### src/rtl/snapshot_capture_ctrl.sv
// Snapshot capture controller feeding the user port of a dual-port BRAM.
// After an arm pulse it waits for an (optional) trigger and a programmable
// delay, then writes cap_len valid samples to consecutive addresses from 0.
//
// Ports:
//   user_clk, user_rst       clock, asynchronous active-high reset
//   din, din_valid           sample stream
//   arm                      one-cycle pulse: start or restart a capture
//   use_trig, trig           trigger enable and level-sampled trigger
//   cap_len, trig_delay      capture length and post-trigger delay, latched on arm
//   bram_addr/din/we         BRAM user port write interface (registered)
//   busy, done               status (registered from state)
//   words_written            words written in the current or last capture
module snapshot_capture_ctrl #(
  parameter int unsigned DATA_WIDTH = 32,
  parameter int unsigned ADDR_BITS  = 10,
  parameter int unsigned DELAY_BITS = 16
) (
  input  logic                  user_clk,
  input  logic                  user_rst,
  input  logic [DATA_WIDTH-1:0] din,
  input  logic                  din_valid,
  input  logic                  arm,
  input  logic                  use_trig,
  input  logic                  trig,
  input  logic [ADDR_BITS:0]    cap_len,
  input  logic [DELAY_BITS-1:0] trig_delay,
  output logic [ADDR_BITS-1:0]  bram_addr,
  output logic [DATA_WIDTH-1:0] bram_din,
  output logic                  bram_we,
  output logic                  busy,
  output logic                  done,
  output logic [ADDR_BITS:0]    words_written
);

  localparam logic [ADDR_BITS:0]    FullLen = {1'b1, {ADDR_BITS{1'b0}}};
  localparam logic [ADDR_BITS:0]    CntOne  = {{ADDR_BITS{1'b0}}, 1'b1};
  localparam logic [DELAY_BITS-1:0] DlyOne  = {{(DELAY_BITS-1){1'b0}}, 1'b1};

  typedef enum logic [2:0] {StIdle, StArmed, StDelay, StCapture, StDone} state_e;

  state_e                  state_q;
  logic [ADDR_BITS:0]      len_q;
  logic [ADDR_BITS:0]      count_q;
  logic [DELAY_BITS-1:0]   dly_q;
  logic [DELAY_BITS-1:0]   dcnt_q;
  logic [ADDR_BITS-1:0]    bram_addr_q;
  logic [DATA_WIDTH-1:0]   bram_din_q;
  logic                    bram_we_q;
  logic                    busy_q;
  logic                    done_q;

  logic                    accept;
  logic                    cap_cycle;
  logic                    last_word;
  logic [ADDR_BITS:0]      len_clamped;
  logic [ADDR_BITS:0]      count_inc;

  always_comb begin
    // A zero or oversized length means "fill the whole memory".
    len_clamped = ((cap_len == '0) || (cap_len > FullLen)) ? FullLen : cap_len;
    accept      = ~use_trig | trig;
    // With no delay the trigger-acceptance cycle is already a capture cycle.
    cap_cycle   = (state_q == StCapture) ||
                  ((state_q == StArmed) && accept && (dly_q == '0));
    count_inc   = count_q + CntOne;
    last_word   = (count_inc == len_q);
  end

  always_ff @(posedge user_clk or posedge user_rst) begin
    if (user_rst) begin
      state_q     <= StIdle;
      len_q       <= '0;
      count_q     <= '0;
      dly_q       <= '0;
      dcnt_q      <= '0;
      bram_addr_q <= '0;
      bram_din_q  <= '0;
      bram_we_q   <= 1'b0;
      busy_q      <= 1'b0;
      done_q      <= 1'b0;
    end else begin
      bram_we_q <= 1'b0;
      if (arm) begin
        // Arm wins over trigger and data in the same cycle.
        state_q <= StArmed;
        count_q <= '0;
        len_q   <= len_clamped;
        dly_q   <= trig_delay;
        busy_q  <= 1'b1;
        done_q  <= 1'b0;
      end else begin
        if (cap_cycle && din_valid) begin
          bram_we_q   <= 1'b1;
          bram_addr_q <= count_q[ADDR_BITS-1:0];
          bram_din_q  <= din;
          count_q     <= count_inc;
        end
        if (cap_cycle) begin
          if (din_valid && last_word) begin
            state_q <= StDone;
            busy_q  <= 1'b0;
            done_q  <= 1'b1;
          end else begin
            state_q <= StCapture;
          end
        end else begin
          unique case (state_q)
            StArmed: begin
              if (accept) begin
                state_q <= StDelay;
                dcnt_q  <= dly_q;
              end
            end
            StDelay: begin
              if (dcnt_q == DlyOne) begin
                state_q <= StCapture;
              end else begin
                dcnt_q <= dcnt_q - DlyOne;
              end
            end
            default: ;
          endcase
        end
      end
    end
  end

  assign bram_addr     = bram_addr_q;
  assign bram_din      = bram_din_q;
  assign bram_we       = bram_we_q;
  assign busy          = busy_q;
  assign done          = done_q;
  assign words_written = count_q;

endmodule

### config.mk
export PLATFORM = sky130hd
export DESIGN_NAME = snapshot_capture_ctrl
export DESIGN_NICKNAME = d
export VERILOG_FILES = /design/src/rtl/snapshot_capture_ctrl.sv
export SDC_FILE = /design/constraint.sdc
export NUM_CORES = 1
export LEC_CHECK = 0
export ABC_AREA = 1
export BUFFER_PORTS_ARGS = -buffer_cell sky130_fd_sc_hd__clkbuf_2
export CORE_MARGIN = 2
export CORE_UTILIZATION = 48
export CTS_CLUSTER_DIAMETER = 60
export DETAILED_ROUTE_END_ITERATION = 10
export PLACE_DENSITY = 0.74
export SLEW_MARGIN = 20
export SYNTH_ARGS = -nofsm -noshare
export SYNTH_HDL_FRONTEND = slang
export SYNTH_SLANG_ARGS = --single-unit
### constraint.sdc
create_clock -name user_clk -period 2.9 [get_ports user_clk]
set_clock_uncertainty 0.05 [all_clocks]
set_input_delay 0.29 -clock user_clk [delete_from_list [all_inputs] [get_ports user_clk]]
set_output_delay 0.29 -clock user_clk [all_outputs]
set_load 0.005 [all_outputs]
==> After elaboration in Yosys (flattened, before gate mapping) <==
Cells that the tools add are included.
{ "word_totals": {"ff_bits": 102, "out_inout_bits": 56, "word_cells": 63} }
{ "classes": {"mux": 20, "add_sub_neg": 2, "magnitude_cmp": 1, "reduce_logical": 17, "n_eq_ne": 9, "n_bitwise": 4} }
{ "op_table": {"columns": ["operator", "count"], "rows": [
  ["$mux 11", 3],
  ["$mux 16", 2],
  ["$pmux 16 s2", 1],
  ["$eq 16x1->1 const B", 1],
  ["$logic_not 16->1", 1],
  ["$sub 16x1->16 const B", 1],
  ["$mux 3", 5],
  ["$add 11x1->11 const B", 1],
  ["$eq 11x11->1", 1],
  ["$gt 11x11->1 const B", 1],
  ["$logic_not 11->1", 1],
  ["$mux 1", 8],
  ["$ne 4x4->1 const B", 2],
  ["$reduce_bool 2->1", 4],
  ["$eq 3x2->1 const B", 2],
  ["$pmux 3 s2", 1],
  ["$reduce_and 5->1", 1],
  ["$logic_and 1x1->1", 4],
  ["$ne 2x2->1 const B", 2],
  ["$reduce_and 2->1", 2],
  ["$reduce_bool 4->1", 1],
  ["$eq 3x1->1 const B", 1],
  ["$not 1->1", 3],
  ["$reduce_and 3->1", 1],
  ["2 further kinds", 3]
]} }

==> Longest topological paths before layout <==
Gate-level depths: netlist of the first run.
{ "depth": {"word_depth": 8, "ltp_mapped": 13, "mapped_depth_nobuf": 13} }

==> Least setup slack after synthesis of the first run <==
OpenSTA, ideal clock, no wires.
{ "synth_timing": {"kind": "reg-to-reg", "from": "register count_q[0] (netlist: words_written[0])", "to": "register busy_q (netlist: busy)", "t_arrival_ns": 1.666, "slack_ns": 1.054, "setup_time_ns": 0.130, "synth_period_minus_slack_ns": 1.846, "stages_incl_launch_ff": 10, "cell_sequence": "dfrtp_1 > ha_1 > nand2_1 > nor2_1 > nand2_1 > xnor3_1 > nor3_1 > nand2_1 > nand2_1 > nand2_1"} }
{ "synth_between": {"elab_chain_cells": 5} }
{ "synth_lines": {"columns": ["item", "line_no", "text"], "rows": [
  ["start, declared", "44", "logic [ADDR_BITS:0] count_q;"],
  ["start signal, assigned", "97", "count_q <= count_inc;"],
  ["$add 11x1->11", "66", "count_inc = count_q + CntOne;"],
  ["$eq 11x11->1", "67", "last_word = (count_inc == len_q);"],
  ["$logic_and 1x1->1", "100", "if (din_valid && last_word) begin"],
  ["$reduce_bool 2->1 (no source line)", null, null],
  ["$reduce_and 2->1 (no source line)", null, null],
  ["end signal, assigned", "80", "busy_q <= 1'b0;"],
  ["end signal, assigned", "90", "busy_q <= 1'b1;"],
  ["end signal, assigned", "102", "busy_q <= 1'b0;"],
  ["end, declared", "50", "logic busy_q;"]
]} }
Every way passes these cells.
A chain may end at the register's enable or synchronous reset.

==> Final worst setup path of the first run <==
Ends and elaborated chain as after synthesis.

==> impl_metrics.ini, run 1 <==
[global_route]
antenna_found_initial = 0
grt_first_pass_wirelength_um = 19740
grt_pass1_vias = 4297
grt_max_degree = 60
grt_util_all_layers_pct = 22.34
grt_overflow = 0

[finish]
nets = 809
drive_gt1_share_pct = 20.78
fin_area_um2 = 5873
regArea_um2 = 2552
fillers = 891
diodes = 0
multi_input_area_um2 = 2011
area_growth_pct = 20.98
final_cells = 879

[die]
dieArea_um2 = 10930
pin_count = 121
rows = 36
die_height_um = 104.6
die_w_um = 104.6
core_um2 = 9774
start_util_pct = 49.67

[route]
drt_iter0_drc = 203
viasPerCell = 4.973
drcViolationCount = 0
first_pass_iters = 5
drt-total-wl_um = 11520
wl_per_cell_um = 13.11
ant_nets = 0
via_count = 4371

[logic_synthesis]
synth.ff_latch_count = 102
syn-num-nets = 692
syn-cell-area_um2 = 4855
yosysWarnings = 0
synth_area_per_cell_um2 = 7.780
synth_top_area_share_pct = 52.58
ys_types = 31
ys_async_sr_fraction_pct = 100.0
synth_ff_type = dfrtp_1
synth_common_cells = nand2_1 (244), dfrtp_1 (102), o21ai_0 (52)
synth_most_common_cell = nand2_1
synth_edf_count = 0
synth.area.top_cells = dfrtp_1 (53%), nand2_1 (19%), o21ai_0 (5.4%)
yosysSeqAreaShare_pct = 52.58
syn_inst = 624
synth_area_leader_cell = dfrtp_1

[sta]
fin_tns_setup_ns = 0
finalSetupViolations = 0
fin_crit_sh_pct = 72.21
slew_violations = 0
clock.fmax_mhz = 477.5
fin_hold_ws_ns = 0.05608
hold_violations = 0
min_period_ns = 2.094
rsz0062_at_grt = no
relSlewSlack_pct = 58.97
worstMarginPinSlew_ns = 0.6146

[placement]
gp_congestion = 0.8641
placed_cells = 862
port_buffers = 120
placed_area_um2 = 5583
dp_hpwl_um = 8304

[critical_path]
required_ns = 3.11
slowest_delay_ns = 0.47
reg2reg_from = words_written[0]$_DFFE_PP0P_
path_class = flop to flop
crit_path_end_kind = flop
crit_path_top_delay_cell = dfrtp_1
r2r_slack_ns = 0.81
r2r-end = busy$_DFFE_PP0P_
crit_path_start = words_written[0]$_DFFE_PP0P_
cp-endpoint = busy$_DFFE_PP0P_
rr_worst_depth = 9
path_cells = ha_1 -> nand2_1 -> nor2_1 -> nand2_1 -> xnor3_1 -> nor3_1 -> nand2_1 -> nand2_1 -> nand2_1
cpMostUsedCell = nand2_1
cp-start-kind = flop
cp_max_fo = 7
arrival_ns = 2.30

[cts]
cts_buffer_depth = 2
cts_resized = 0
cts_tree = done
clk_latency_ns = 0.37
clk_pin_slew_ns = 0.09
postCtsSetupBuffers = 0
cts_buffers = 9
ctsHoldBuffers = 1
cts_root_buf = clkbuf_8
cts.sinks = 102
htree_levels = 3

[pwr]
internal-power_mw = 2.708
ir_drop_mv = 0.3112
total_power_mw = 3.831
p_sw_mw = 1.123
power_density_nw_per_um2 = 652.2
power.leakage_nw = 3.113
seqPwrFrac_pct = 48.6
p_comb_share_pct = 20.1
p_sw_share_pct = 29.30
clock_power_share_pct = 31.3

[status]
status = complete, no violations

[hold_path]
worst_hold_path_type = input pin to flop
worst_hold_startpoint = din[14]

[run]
max_cap_viol_count = 0
per-stage QoR:
step           worst slack [ns]  util, %
2_1_floorplan             1.054        -
3_3_place_gp             0.9196    57.12
3_5_place_dp             0.8181    57.12
4_1_cts                  0.8178    60.09
5_1_grt                  0.5547    60.09
6_report                 0.8060    60.09
worst max-delay path, delay by kind of cell (launching register included):
kind                       cells  cell delay, ns
xor gates and xnor gates       1            0.20
adders and majority gates      1            0.24
and+or+nand+nor                7            1.00
DFF                            1            0.47
routing by layer:
metal / wire [µm] / part of all wire, % / global-route usage (%)
met2: 5228 / 45 / 35.62
met1: 5300 / 46 / 30.24
met5: 0 / 0 / 0
met4: 258 / 2.2 / 9.459
met3: 734 / 6.4 / 3.805
worst min-delay path by stage:
stage / slack [ns] / cells after the start / to
after floorplan: 0.34 / 1 / len_q[9]$_DFFE_PP0P_
after global placement: 0.22 / 2 / bram_din[0]$_DFFE_PP0P_
after detailed placement: 0.24 / 2 / bram_din[0]$_DFFE_PP0P_
after CTS: 0.04 / 3 / bram_din[14]$_DFFE_PP0P_
after global routing: 0.05 / 3 / bram_din[15]$_DFFE_PP0P_
final: 0.06 / 3 / bram_din[14]$_DFFE_PP0P_
final cells by class:
cell class	count	share of cell area, %
Tap cell	133	2.833
Sequential cell	102	43.46
Timing Repair Buffer	126	11.25
Multi-Input combinational cell	449	34.24
Clock buffer	11	2.578
Inverter	53	3.451
Clock inverter	5	2.194
power groups by stage:
stage	clock network [mW]	logic, mW	registers, mW
after detailed placement	0	0.780	1.88
after global placement	0	0.754	1.87
after floorplan	0	0.484	1.86
after global routing	1.27	0.896	1.90
after CTS	1.22	0.782	1.86
final	1.20	0.772	1.86
state kept, by name, indices dropped and copies added (netlist names):
register,flops
bram_we,1
words_written,11
bram_din,32
bram_addr,10
state_q,3
busy,1
dly_q,16
done,1
len_q,11
dcnt_q,16
placed cells by master, fill, tap and decap left out, types with 8 or more instances in the layout:
cell type	netlist	layout
nand2_1	244	244
clkbuf_2	0	120
dfrtp_1	102	102
o21ai_0	52	52
nor2_1	50	50
inv_1	49	48
nand3_1	45	45
a21oi_1	14	14
clkbuf_8	0	11
o22ai_1	8	8
logic make-up after synthesis:
logic type	synth area share [%]
adders and majority gates	0.7733
buffers and inverters	6.005
and+or+nand+nor	29.92
xor gates and xnor gates	1.727
DFF	52.58
AOI/OAI and AO/OA	8.995
No activity file was read; power rests on OpenSTA's default activity.
==> run 2: changes to the inputs <==
CORE_UTILIZATION = 53   (was 48)
PLACE_DENSITY = 0.78   (was 0.74)
clock period = 2.2 ns   (was 2.9 ns; I/O delays follow)
==> impl_metrics.ini, run 2 (synthesized netlist as in run 1, its figures left out) <==
[status]
status = complete, no violations

[finish]
largest_register_ffs = 32
layout_common_cells = nand2_1 (244), clkbuf_2 (120), dfrtp_1 (102)
final_cells = 895
layout_commonest_cell = nand2_1
multi_input_area_um2 = 2013
area_growth_pct = 27.27
fillers = 698
nets = 850
regArea_um2 = 2552
fin_util_pct = 70.16
drive_gt1_share_pct = 20.58
diodes = 0

[die]
start_util_pct = 55.13
die_w_um = 99.71
dieArea_um2 = 9941
rows = 34
pin_count = 121
die_height_um = 99.71
core_um2 = 8806

[critical_path]
cpMostUsedCell = nand2_1
crit_path_end_kind = flop
path_cells = ha_1 -> nand2_1 -> nor2_2 -> nand2_1 -> xnor3_1 -> nor3_1 -> nand2_1 -> nand2_1 -> nand2_1
crit_path_top_delay_cell = dfrtp_1
cp-start-kind = flop
slowest_delay_ns = 0.38
cp_max_fo = 5
arrival_ns = 2.19
path_class = flop to flop
rr_worst_depth = 9
required_ns = 2.40

[placement]
placed_cells = 843
port_buffers = 120
dp_hpwl_um = 8430
gp_congestion = 0.9189

[route]
drcViolationCount = 0
drt_iter0_drc = 316
viasPerCell = 5.133
first_pass_iters = 5
via_count = 4594
ant_nets = 0
wl_per_cell_um = 13.77
drt-total-wl_um = 12320

[cts]
cts.sinks = 102
cts_buffer_depth = 2
cts_tree = done
clk_latency_ns = 0.37
cts_root_buf = clkbuf_8
postCtsSetupBuffers = 0
htree_levels = 3
cts_buffers = 9
clk_pin_slew_ns = 0.11

[global_route]
grt_max_degree = 64
grt_first_pass_wirelength_um = 21050
grt_util_all_layers_pct = 26.34
grt_pass1_vias = 4482
antenna_found_initial = 0
grt_overflow = 0

[sta]
slew_violations = 0
clock.fmax_mhz = 502.3
min_period_ns = 1.991
worstMarginPinSlew_ns = 0.5777
finalSetupViolations = 0
rsz0062_at_grt = no
fin_hold_ws_ns = 0.009320
fin_tns_setup_ns = 0
fin_crit_sh_pct = 90.50
hold_violations = 0
relSlewSlack_pct = 61.41

[run]
max_cap_viol_count = 0

[pwr]
ir_drop_mv = 0.3728
power_density_nw_per_um2 = 773.3
power.leakage_nw = 3.256

[hold_path]
worst_hold_path_type = input pin to flop
hold-path-cell-count = 3
## run 2: changes by cell type in the layout (fill, tap and decap cells not counted), sizes merged
cell / previous run / this run
buf: 5 / 11
bufinv: 4 / 1
clkbuf: 131 / 129
clkinv: 1 / 3
clkinvlp: 1 / 2
dlygate4sd3: 1 / 36
inv: 52 / 54
## run 2: through the flow
stage	worst slack, ns	area, µm²	power [mW]
2_1_floorplan	0.3543	4858	3.088
3_3_place_gp	0.3496	5609	3.467
3_5_place_dp	0.2226	5609	3.516
4_1_cts	0.1956	6176	4.802
5_1_grt	0.03251	6178	5.086
6_report	0.2091	6178	4.778
## run 2: critical path: cells and delay by family (launching register included)
kind                     cells  cell delay (ns)
flip-flops                   1             0.38
adder cells (fa/ha/maj)      1             0.20
XOR/XNOR                     1             0.20
AND/OR/NAND/NOR              7             1.05
## run 2: layout make-up
cell class	count	share of cell area [%]
Sequential cell	102	41.31
Multi-Input combinational cell	449	32.58
Timing Repair Buffer	167	17.29
Inverter	53	3.281
Tap cell	108	2.187
Clock buffer	9	2.005
Clock inverter	7	1.337
## run 2: layer usage
| metal | part of all wire, % | track usage, % | vias up |
|---|---|---|---|
| met4 | 0.81 | 7.271 | 0 |
| met5 | 0 | 0 | - |
| met2 | 49 | 42.67 | 146 |
| met1 | 44 | 36.46 | 2143 |
| li1 | - | - | 2296 |
| met3 | 6.3 | 5.341 | 9 |
## run 2: report_power, final
group,switching (mW),leakage (nW),internal [mW]
registers,0.253,1.29,2.20
logic,0.601,1.86,0.491
clock network,0.692,0.103,0.544
## run 2: timing repair
action | 4_1_cts | 5_1_grt
endpoints found under the setup margin | 0 | 3
hold buffers | 36 | 0
gates resized for setup | 0 | 1
endpoints found under the hold margin | 57 | 0
## run 2: final timing paths
path	startpoint	to	slack, ns
worst min-delay path	din[0]	bram_din[0]$_DFFE_PP0P_	0.009
worst max register to register	words_written[1]$_DFFE_PP0P_	busy$_DFFE_PP0P_	0.21
worst max-delay path	words_written[1]$_DFFE_PP0P_	busy$_DFFE_PP0P_	0.21
min in group asynchronous	user_rst	words_written[4]$_DFFE_PP0P_	0.39
max in group asynchronous	user_rst	len_q[10]$_DFFE_PP0P_	1.00
worst min register to register	bram_din[22]$_DFFE_PP0P_	bram_din[22]$_DFFE_PP0P_	0.44
